File: src/rtl/seg_scan_driver.sv
// Scans four BCD digits (mm:ss) onto a common-anode 7-segment display with tear-free frame updates,
// per-digit dp/blink, leading-zero blanking and a dash for invalid codes. Optional: SEG_GHOST_GUARD_EN.
module seg_scan_driver #(
  parameter int SCAN_DIV     = 100000,
  parameter int BLINK_DIV    = 25000000,
  parameter int GUARD_CYCLES = 1000
) (
  input  logic        clk,
  input  logic        rst,
  input  logic [15:0] digits_in,
  input  logic        load,
  input  logic [3:0]  dp_mask,
  input  logic [3:0]  blink_mask,
  input  logic        blank_lead,
  output logic [3:0]  an,
  output logic [7:0]  seg,
  output logic        frame_done
);

  localparam int SW = (SCAN_DIV > 1) ? $clog2(SCAN_DIV) : 1;
  localparam int BW = (BLINK_DIV > 1) ? $clog2(BLINK_DIV) : 1;

  logic [SW-1:0] scan_cnt;
  logic [BW-1:0] blink_cnt;
  logic [1:0]    idx;
  logic          blink_phase;
  logic [15:0]   pending;
  logic [15:0]   active;
  // Display stays dark after reset until the first frame boundary commits a value.
  logic          live;

  logic          scan_tc;
  logic          blink_tc;
  logic          boundary;
  logic          in_guard;
  logic          dark;
  logic [3:0]    nib;
  logic [6:0]    seg7;
  logic [3:0]    an_d;
  logic [7:0]    seg_d;

  assign scan_tc  = (scan_cnt == SW'(SCAN_DIV - 1));
  assign blink_tc = (blink_cnt == BW'(BLINK_DIV - 1));
  assign boundary = scan_tc && (idx == 2'd3);

`ifdef SEG_GHOST_GUARD_EN
  assign in_guard = (32'(scan_cnt) < GUARD_CYCLES);
`else
  // Never true: the anode is driven for the whole slot.
  assign in_guard = (GUARD_CYCLES < 0);
`endif

  always_ff @(posedge clk) begin
    if (rst) begin
      scan_cnt    <= '0;
      blink_cnt   <= '0;
      idx         <= 2'd0;
      blink_phase <= 1'b0;
      pending     <= 16'h0000;
      active      <= 16'h0000;
      live        <= 1'b0;
      frame_done  <= 1'b0;
      an          <= 4'b1111;
      seg         <= 8'hFF;
    end else begin
      scan_cnt   <= scan_tc ? '0 : scan_cnt + 1'b1;
      blink_cnt  <= blink_tc ? '0 : blink_cnt + 1'b1;
      if (blink_tc) blink_phase <= ~blink_phase;
      if (scan_tc) idx <= idx + 2'd1;
      if (load) pending <= digits_in;
      if (boundary) begin
        active <= load ? digits_in : pending;
        live   <= 1'b1;
      end
      frame_done <= boundary;
      an         <= an_d;
      seg        <= seg_d;
    end
  end

  always_comb begin
    nib  = active[{idx, 2'b00} +: 4];
    seg7 = 7'h3F;
    case (nib)
      4'd0: seg7 = 7'h40;
      4'd1: seg7 = 7'h79;
      4'd2: seg7 = 7'h24;
      4'd3: seg7 = 7'h30;
      4'd4: seg7 = 7'h19;
      4'd5: seg7 = 7'h12;
      4'd6: seg7 = 7'h02;
      4'd7: seg7 = 7'h78;
      4'd8: seg7 = 7'h00;
      4'd9: seg7 = 7'h10;
      default: seg7 = 7'h3F;
    endcase

    dark = !live || in_guard || (blink_mask[idx] && blink_phase)
         || (blank_lead && (idx == 2'd3) && (active[15:12] == 4'h0))
         || (blank_lead && (idx == 2'd2) && (active[15:8] == 8'h00));

    an_d  = 4'b1111;
    seg_d = 8'hFF;
    if (!dark) begin
      an_d  = ~(4'b0001 << idx);
      seg_d = {~dp_mask[idx], seg7};
    end
  end

endmodule

File: config.mk
export PLATFORM = sky130hd
export DESIGN_NAME = seg_scan_driver
export DESIGN_NICKNAME = d
export VERILOG_FILES = /design/src/rtl/seg_scan_driver.sv
export SDC_FILE = /design/constraint.sdc
export NUM_CORES = 1
export LEC_CHECK = 0
export ABC_AREA = 1
export CORE_UTILIZATION = 60
export DETAILED_ROUTE_END_ITERATION = 10
export PLACE_DENSITY = 0.83
export RECOVER_POWER = 100
export SLEW_MARGIN = 15
export SYNTH_ARGS = -nofsm -noshare
export SYNTH_HDL_FRONTEND = slang
export SYNTH_SLANG_ARGS = --single-unit
File: constraint.sdc
create_clock -name clk -period 3.8 [get_ports clk]
set_input_delay 0.76 -clock clk [delete_from_list [all_inputs] [get_ports clk]]
set_output_delay 0.76 -clock clk [all_outputs]
set_load 0.02 [all_outputs]
==> results of run 1 <==
sequential cells by signal, summed over array words and instances, names as in the netlist:
| register | count |
|---|---|
| blink_cnt | 25 |
| scan_cnt | 17 |
| active | 16 |
| pending | 16 |
| seg | 8 |
| an | 4 |
| idx | 2 |
| blink_phase | 1 |
| frame_done | 1 |
| live | 1 |
routing by layer:
metal  share of wire [%]  GRT usage [%]  vias up
li1                    -              -     2113
met4                 1.8          11.14        0
met5                   0              0        -
met1                  48          33.43     1779
met3                 4.3          3.172       15
met2                  46          39.58       95
cell usage in the layout, fill, tap and decap left out, drive strengths merged, types with 3 or more instances in the layout:
cell,Yosys,final
ha,11,11
dfxtp,91,91
xnor2,3,3
clkdlybuf4s50,0,25
nor3,6,6
xor2,9,9
o21ai,26,26
dlygate4sd3,0,15
inv,71,71
nand3,31,31
nor2,121,121
clkinv,0,3
a21oi,39,39
nand3b,6,6
nand2,191,191
clkbuf,7,14
or2,3,3
nand4,20,20
per-stage QoR:
stage                     hold WS, ns  std cells  cell area (sq um)
after floorplan                0.4175        652               4479
after global placement         0.4271        773               4883
after detailed placement       0.4402        773               4883
after CTS                      0.4545        789               5087
after global routing           0.4752        789               5065
final                          0.4507        789               5065
where the power goes:
group	internal [W]	switching, W
Sequential	0.000969	0.00000631
Combinational	0.0000406	0.0000461
Clock	0.000339	0.000335
layout make-up:
type	count	share of cell area [%]
Multi-Input combinational cell	470	44.24
Clock buffer	12	3.063
Tap cell	99	2.446
Timing Repair Buffer	42	8.053
Clock inverter	4	0.9634
Inverter	71	5.262
Sequential cell	91	35.97
cell usage after synthesis, types with 2 or more instances:
cell type  instances  area, sq um
nand3b_1           6        45.04
inv_2              6        22.52
nand3_1           29        145.1
dfxtp_1           91         1822
nor2_1           111        416.7
inv_1             65        244.0
clkbuf_1           7        26.28
xor2_1             9        78.83
buf_2              3        15.01
nor2_4             7        78.83
ha_1              11        137.6
nand2_1          180        675.7
o21ai_0           25        125.1
buf_6              6        67.56
a21oi_1           39        195.2
nand2_2            9        56.30
nand4_1           19        118.9
xnor2_1            3        26.28
or2_2              3        18.77
nor3_1             6        30.03
buf_4              3        22.52
nor2_2             3        18.77
nand3_2            2        20.02
nand2_4            2        22.52
kinds of logic after synthesis:
logic type	Yosys count	synth area share [%]
xor gates and xnor gates	12	2.347
adders and majority gates	11	3.073
buffers and inverters	91	8.966
AOI/OAI and AO/OA	68	7.766
DFF	91	40.67
and+or+nand+nor	379	37.18
worst max-delay path by stage:
stage	start	endpoint	slack [ns]	depth (start not counted)
finish	rst	scan_cnt[15]	0.94	7
floorplan	idx[0]	seg[3]	2.26	9
global route	rst	scan_cnt[15]	0.75	7
global placement	load	active[1]	1.33	5
detailed placement	load	active[1]	1.27	5
CTS	load	active[1]	1.64	5
==> results.json, run 1 <==
{
  "run_status": "complete, no violations",
  "setup_viol": 0,
  "clock_latency_ns": 0.36,
  "ys_seq_area_share_pct": 40.67,
  "cts_made_buffers": 9,
  "critical_path_class": "input pin to register",
  "cts_resized": 0,
  "clkSinkCount": 91,
  "grt_pass1_wl_um": 15160,
  "start_kind": "input pin",
  "worstHoldEndpoint": "blink_cnt[0]",
  "period_minus_slack_ns": 2.861,
  "relSlewSlack_pct": 34.78,
  "synthToLayoutAreaGrowth_pct": 13.07,
  "setup_ws_ns": 0.9388,
  "io_pins": 41,
  "ff_latch_area_sq_um": 1822,
  "crit_path_top_delay_cell": "clkbuf_1",
  "reg2reg_from": "idx[0]",
  "async_flop_share_pct": 0,
  "synthFlopType": "dfxtp_1",
  "multi_input_area_sq_um": 2241,
  "power_density_nw_per_um2": 342.8,
  "drc": 0,
  "place_hpwl_um": 6630,
  "port_buffers": 40,
  "fin_total_pwr_w": 0.001736,
  "final_layout_size_suffix_gt1_share_pct": 6.377,
  "synth.avg_cell_area_sq_um": 6.870,
  "fin_util_pct": 69.83,
  "clock.fmax_mhz": 349.5,
  "syn-cell-area_sq_um": 4479,
  "grt_start_max_net_pins": 33,
  "worst_pin_slew_ns": 0.9783,
  "antenna_cells": 0,
  "final_nets": 724,
  "min_path_type": "register to register",
  "crit_arrival_ns": 3.13,
  "holdBufCountCts": 0,
  "required_ns": 4.07,
  "vias_per_cell": 5.072,
  "htree_levels": 3,
  "clock-root-buffer": "clkbuf_8",
  "critPathBufInv": 5,
  "synth_nets": 691,
  "r2r_slack_ns": 1.26,
  "setup_tns_ns": 0,
  "route.vias.total": 4002,
  "p_leak_nw": 1.905,
  "cp_slowest_stage_delay_ns": 0.70,
  "worstRegToRegCells": 5,
  "clock_skew_ns": 0.008700,
  "min-delay-start": "blink_cnt[0]",
  "finalCritPeriodShare_pct": 75.29,
  "cts_buffer_depth": 2,
  "wire_per_inst_um": 11.78,
  "firstDrtPassIters": 5,
  "grt_use_total_pct": 24.73,
  "drt-total-wl_um": 9291,
  "maxCapViolCount": 0,
  "fill_cells": 638,
  "ant_nets": 0,
  "std_cell_rows": 31,
  "dieArea_sq_um": 7815,
  "initial_utilization_pct": 61.76,
  "holdPathStages": 1,
  "ys_warn_count": 0,
  "ys_seq_elements": 91,
  "grt_antenna_before_repair": 0,
  "first_global_vias": 3545,
  "r2r_end": "active[4]",
  "netlist_instances": 652,
  "end_kind": "register",
  "rsz0062_at_grt": "no",
  "cts_tree": "yes",
  "die-width_um": 88.41,
  "synth_edf_count": 0,
  "hold_violations": 0,
  "path_max_fanout": 21,
  "ir_worst_vdd_mv": 0.2350,
  "drv_slew": 0,
  "critPathMostFrequentCell": "inv_1",
  "overflow": 0,
  "core_sq_um": 7253,
  "crit_chain": "dlygate4sd3_1, clkbuf_1, inv_1, nand2_4, inv_1, nand2_1, inv_1",
  "cts_setup_buffers": 0,
  "synth.distinct_cells": 31,
  "crit_family": "buffers and inverters",
  "drtIter0Drc": 190,
  "pre_cts_slack_ns": 1.270,
  "gp_congestion": 0.9043,
  "die_y_um": 88.41,
  "clk_pin_slew_ns": 0.08
}
Note: power is estimated with default switching activity, not from simulation.
==> run 2, diff against run 1 <==
CORE_UTILIZATION = 52   (was 60)
PLACE_DENSITY = 0.76   (was 0.83)
clock period = 2.5 ns   (was 3.8 ns; I/O delays follow)
==> run 2 against run 1 <==
Against the previous run: sequential power grew 52%; total power grew 56%; highest routed layer unchanged; global-route usage fell by 2.0 points; core utilization decreased by 8.0 points; routed wire length about the same; sequential cell count did not move; setup slack worse by 0.42 ns; critical path type is now register to register; design area increased by 0.86%; sequential share of layout area down 0.31 points.
==> results.json, run 2 (same netlist as run 1, synthesis figures left out) <==
{
  "start_kind": "register",
  "fin_total_pwr_w": 0.002706,
  "synthToLayoutAreaGrowth_pct": 14.05,
  "drtIter0Drc": 202,
  "cts_made_buffers": 9,
  "crit_start": "idx[0]",
  "top_regs": "blink_cnt (25), scan_cnt (17)",
  "core_sq_um": 8258,
  "crit_arrival_ns": 2.23,
  "pwr-share-seq_pct": 54.8,
  "route.vias.total": 4049,
  "cp-endpoint": "seg[3]",
  "p_switching_w": 0.0006024,
  "layout_commonest_cell": "nand2_1",
  "first_global_vias": 3745,
  "final_nets": 728,
  "gp_congestion": 0.9041,
  "r2r_slack_ns": 0.52,
  "cts_tree": "yes",
  "power_density_nw_per_um2": 529.6,
  "maxCapViolCount": 0,
  "relSlewSlack_pct": 48.92,
  "clk_pin_slew_ns": 0.09,
  "clock.fmax_mhz": 505.6,
  "final_layout_size_suffix_gt1_share_pct": 6.628,
  "clock_latency_ns": 0.36,
  "die-width_um": 94.81,
  "ant_nets": 0,
  "layout_common_cells": "nand2_1, nor2_1, dfxtp_1, inv_1, a21oi_1",
  "cts_setup_buffers": 0,
  "grt_use_total_pct": 22.70,
  "vias_per_cell": 5.068,
  "finalCritPeriodShare_pct": 79.11,
  "clock_skew_ns": 0.01054,
  "clock-root-buffer": "clkbuf_8",
  "firstDrtPassIters": 5,
  "drv_slew": 0,
  "clkSinkCount": 91,
  "die_y_um": 94.81,
  "run_status": "complete, no violations",
  "rsz0062_at_grt": "no",
  "std_cell_rows": 33,
  "htree_levels": 3,
  "grt_start_max_net_pins": 35,
  "overflow": 0,
  "wire_per_inst_um": 11.63,
  "setup_viol": 0,
  "p_clk_share_pct": 40.3,
  "reg2reg_from": "idx[0]",
  "worst_pin_slew_ns": 0.7654,
  "p_comb_share_pct": 4.9,
  "hold_violations": 0,
  "setup_tns_ns": 0,
  "required_ns": 2.75,
  "initial_utilization_pct": 54.24,
  "r2r_end": "seg[3]",
  "holdBufCountCts": 0,
  "end_kind": "register",
  "period_minus_slack_ns": 1.978,
  "cts_resized": 0,
  "grt_antenna_before_repair": 0,
  "largest_register_ffs": 25,
  "grt_pass1_wl_um": 16220,
  "place_hpwl_um": 6557,
  "internal-power_w": 0.002103,
  "min_path_type": "register to register",
  "critical_path_class": "register to register",
  "p_leak_nw": 1.932,
  "path_max_fanout": 13,
  "cts_buffer_depth": 2,
  "dieArea_sq_um": 8989,
  "p_sw_share_pct": 22.26,
  "io_pins": 41,
  "antenna_cells": 0,
  "regMostFlops": "blink_cnt",
  "ir_worst_vdd_mv": 0.3242,
  "port_buffers": 40,
  "drt-total-wl_um": 9294,
  "drc": 0,
  "worstRegToRegCells": 9
}
run 2: how the worst min path moves through the flow:
| stage | cells past startpoint | to | start | slack (ns) |
|---|---|---|---|---|
| 6_report | 1 | scan_cnt[0] | scan_cnt[0] | 0.45 |
| 5_1_grt | 1 | scan_cnt[0] | scan_cnt[0] | 0.48 |
| 2_1_floorplan | 1 | blink_cnt[0] | blink_cnt[0] | 0.42 |
| 3_3_place_gp | 1 | scan_cnt[0] | scan_cnt[0] | 0.43 |
| 3_5_place_dp | 1 | scan_cnt[0] | scan_cnt[0] | 0.44 |
| 4_1_cts | 1 | scan_cnt[0] | scan_cnt[0] | 0.45 |
run 2: power by group through the flow:
stage,Clock (W),Sequential [W],Combinational [W]
floorplan,0,0.00151,0.0000769
global placement,0,0.00152,0.000131
detailed placement,0,0.00152,0.000134
CTS,0.00110,0.00148,0.000135
global route,0.00117,0.00149,0.000153
finish,0.00109,0.00148,0.000132
run 2: critical path, cell delays in order (launching register included):
cell,delay (ns)
dfxtp_1,0.41
inv_1,0.38
nand2_1,0.11
nand3_1,0.10
and2_0,0.25
inv_1,0.12
ha_1,0.29
nand2_1,0.06
o211ai_1,0.09
nand2_1,0.07
run 2: final cells by class:
class | instances | area (sq um)
multi-input combinational | 470 | 2228
clock inverter | 6 | 87.58
inverter | 71 | 266.5
fill | 756 | 3149
tap | 105 | 131.4
sequential | 91 | 1822
clock buffer | 10 | 127.6
timing repair buffer | 46 | 445.4
run 2: layer usage:
metal | global-route usage, % | wire length, um
met5 | 0 | 0
met2 | 36.63 | 4098
met4 | 9.848 | 190
met1 | 30.32 | 4521
met3 | 2.899 | 484
run 2: per-stage QoR:
step	cell area (sq um)	hold WS, ns	setup WS, ns	utilization, %	cells
6_report	5109	0.4493	0.5221	61.86	799
5_1_grt	5109	0.4847	0.2917	61.86	799
4_1_cts	5136	0.4516	0.6339	62.20	799
3_5_place_dp	4921	0.4385	0.6483	59.59	783
3_3_place_gp	4921	0.4293	0.6942	59.59	783
2_1_floorplan	4479	0.4175	0.9556	-	652
==> run 3, diff against run 2 <==
clock period = 1.6 ns   (was 2.5 ns; I/O delays follow)
==> run 3 against run 2 <==
Against the previous run: fmax is 32% higher; critical path type unchanged; critical path depth grew 2; final cell count is 1.6% higher; largest cell class unchanged; design area up 3.0%; clock skew down 0.0020 ns.
==> results.json, run 3 (same netlist as run 1, synthesis figures left out) <==
{
  "clock_skew_ns": 0.008555,
  "p_leak_nw": 2.017,
  "fill_cells": 728,
  "clkSinkCount": 91,
  "finalCritPeriodShare_pct": 93.42,
  "reg2reg_from": "idx[0]",
  "ant_nets": 0,
  "worstRegToRegCells": 11,
  "grt_start_max_net_pins": 35,
  "cts_buffer_depth": 2,
  "final_cell_area_sq_um": 5263,
  "multi_input_area_sq_um": 2316,
  "drtIter0Drc": 164,
  "cp-endpoint": "seg[4]",
  "cts_tree": "yes",
  "crit_path_top_delay_cell": "dfxtp_4",
  "period_minus_slack_ns": 1.495,
  "path_max_fanout": 10,
  "dp.cells": 792,
  "internal-power_w": 0.002986,
  "drc": 0,
  "wire_per_inst_um": 11.71,
  "firstDrtPassIters": 5,
  "regMostFlops": "blink_cnt",
  "critPathMostFrequentCell": "nand2_1",
  "ff_latch_area_sq_um": 1828,
  "top_regs": "blink_cnt (25), scan_cnt (17)",
  "p_switching_w": 0.0009362,
  "holdBufCountCts": 0,
  "crit_arrival_ns": 1.76,
  "power_density_nw_per_um2": 745.2,
  "clock.fmax_mhz": 669.0,
  "drt-total-wl_um": 9505,
  "pre_cts_slack_ns": -0.02927,
  "gp_congestion": 0.9091,
  "grt_antenna_before_repair": 0,
  "die_y_um": 94.81,
  "setup_viol": 0,
  "p_clk_share_pct": 34.9,
  "pwr-share-seq_pct": 59.1,
  "antenna_cells": 0,
  "worst_pin_slew_ns": 0.6058,
  "place_hpwl_um": 6767,
  "final_nets": 741,
  "synthToLayoutAreaGrowth_pct": 17.49,
  "port_buffers": 40,
  "r2r_slack_ns": 0.11,
  "first_global_vias": 3754,
  "clock-root-buffer": "clkbuf_8",
  "instances_no_fill": 812,
  "ir_worst_vdd_mv": 0.4668,
  "crit_chain": "buf_6, nand2_1, nand3_1, and2_4, inv_1, ha_2, inv_1, nand2_1, nand3_1, nand2_1, nand2_1",
  "core_sq_um": 8258,
  "p_comb_share_pct": 6.0,
  "grt_pass1_wl_um": 15880,
  "clock_latency_ns": 0.36,
  "layout_commonest_cell": "nand2_1",
  "hold_violations": 0,
  "io_pins": 41,
  "htree_levels": 3,
  "dieArea_sq_um": 8989,
  "crit_start": "idx[0]",
  "drv_slew": 0,
  "clk_pin_slew_ns": 0.09,
  "initial_utilization_pct": 54.24,
  "route.vias.total": 4097,
  "cts_made_buffers": 9,
  "run_status": "complete, no violations",
  "setup_ws_ns": 0.1053,
  "grt_use_total_pct": 22.15,
  "overflow": 0,
  "die-width_um": 94.81,
  "maxCapViolCount": 0,
  "std_cell_rows": 33,
  "min_path_type": "register to register",
  "critical_path_class": "register to register",
  "start_kind": "register",
  "required_ns": 1.86,
  "vias_per_cell": 5.046,
  "r2r_end": "seg[4]",
  "final_layout_size_suffix_gt1_share_pct": 10.61,
  "layout_common_cells": "nand2_1, nor2_1, dfxtp_1, inv_1, a21oi_1",
  "p_sw_share_pct": 23.87,
  "rsz0062_at_grt": "yes",
  "largest_register_ffs": 25,
  "setup_tns_ns": 0,
  "relSlewSlack_pct": 59.57,
  "postPlaceCellArea_sq_um": 5014,
  "end_kind": "register",
  "cp_slowest_stage_delay_ns": 0.37
}
## run 3: cell count changes in the layout (fill, tap and decap cells not counted), sizes merged, moves of 5 or more
cell and delta:
dlygate4sd3 -13, buf +11, clkbuf +5, dlygate4sd2 +8
## run 3: final cells by class
cell class	count	area share, %
Sequential cell	91	34.74
Inverter	71	5.112
Multi-Input combinational cell	472	44.01
Tap cell	105	2.496
Clock buffer	10	2.425
Timing Repair Buffer	57	10.41
Clock inverter	6	0.8084
## run 3: what timing repair did
action                     CTS  global route
cloned                       0             2
pin swaps                    0             1
setup endpoints to repair    8            51
setup buffers                0             2
gates resized for setup      8            23
## run 3: worst min path at each step
| stage | from | end | cells past startpoint |
|---|---|---|---|
| after floorplan | blink_cnt[0] | blink_cnt[0] | 1 |
| after global placement | scan_cnt[0] | scan_cnt[0] | 1 |
| after detailed placement | blink_cnt[0] | blink_cnt[0] | 1 |
| after CTS | blink_cnt[0] | blink_cnt[0] | 1 |
| after global routing | scan_cnt[0] | scan_cnt[0] | 1 |
| final | scan_cnt[0] | scan_cnt[0] | 1 |
## run 3: layer usage
| layer | GRT usage, % | wire [um] |
|---|---|---|
| met1 | 29.41 | 4604 |
| met2 | 35.91 | 4275 |
| met3 | 4.026 | 461 |
| met4 | 7.828 | 163 |
| met5 | 0 | 0 |
## run 3: per-stage QoR
stage                     utilization [%]  total power, W  hold WS, ns
after floorplan                         -        0.002487       0.4175
after global placement              60.71        0.002580       0.4298
after detailed placement            60.71        0.002585       0.4377
after CTS                           62.65        0.003937       0.4531
after global routing                63.73        0.004094       0.4417
final                               63.73        0.003922       0.4163
## run 3: power groups by stage
| stage | clock network, W | registers [W] | logic, W |
|---|---|---|---|
| floorplan | 0 | 0.00237 | 0.000120 |
| global placement | 0 | 0.00237 | 0.000211 |
| detailed placement | 0 | 0.00237 | 0.000215 |
| CTS | 0.00140 | 0.00232 | 0.000216 |
| global route | 0.00150 | 0.00232 | 0.000270 |
| finish | 0.00137 | 0.00232 | 0.000236 |
## run 3: critical path: cells and delay by family, from the launching register on
kind	cells	cell delay, ns
DFF	1	0.37
buffers and inverters	3	0.26
adders and majority gates	1	0.19
and+or+nand+nor	7	0.57
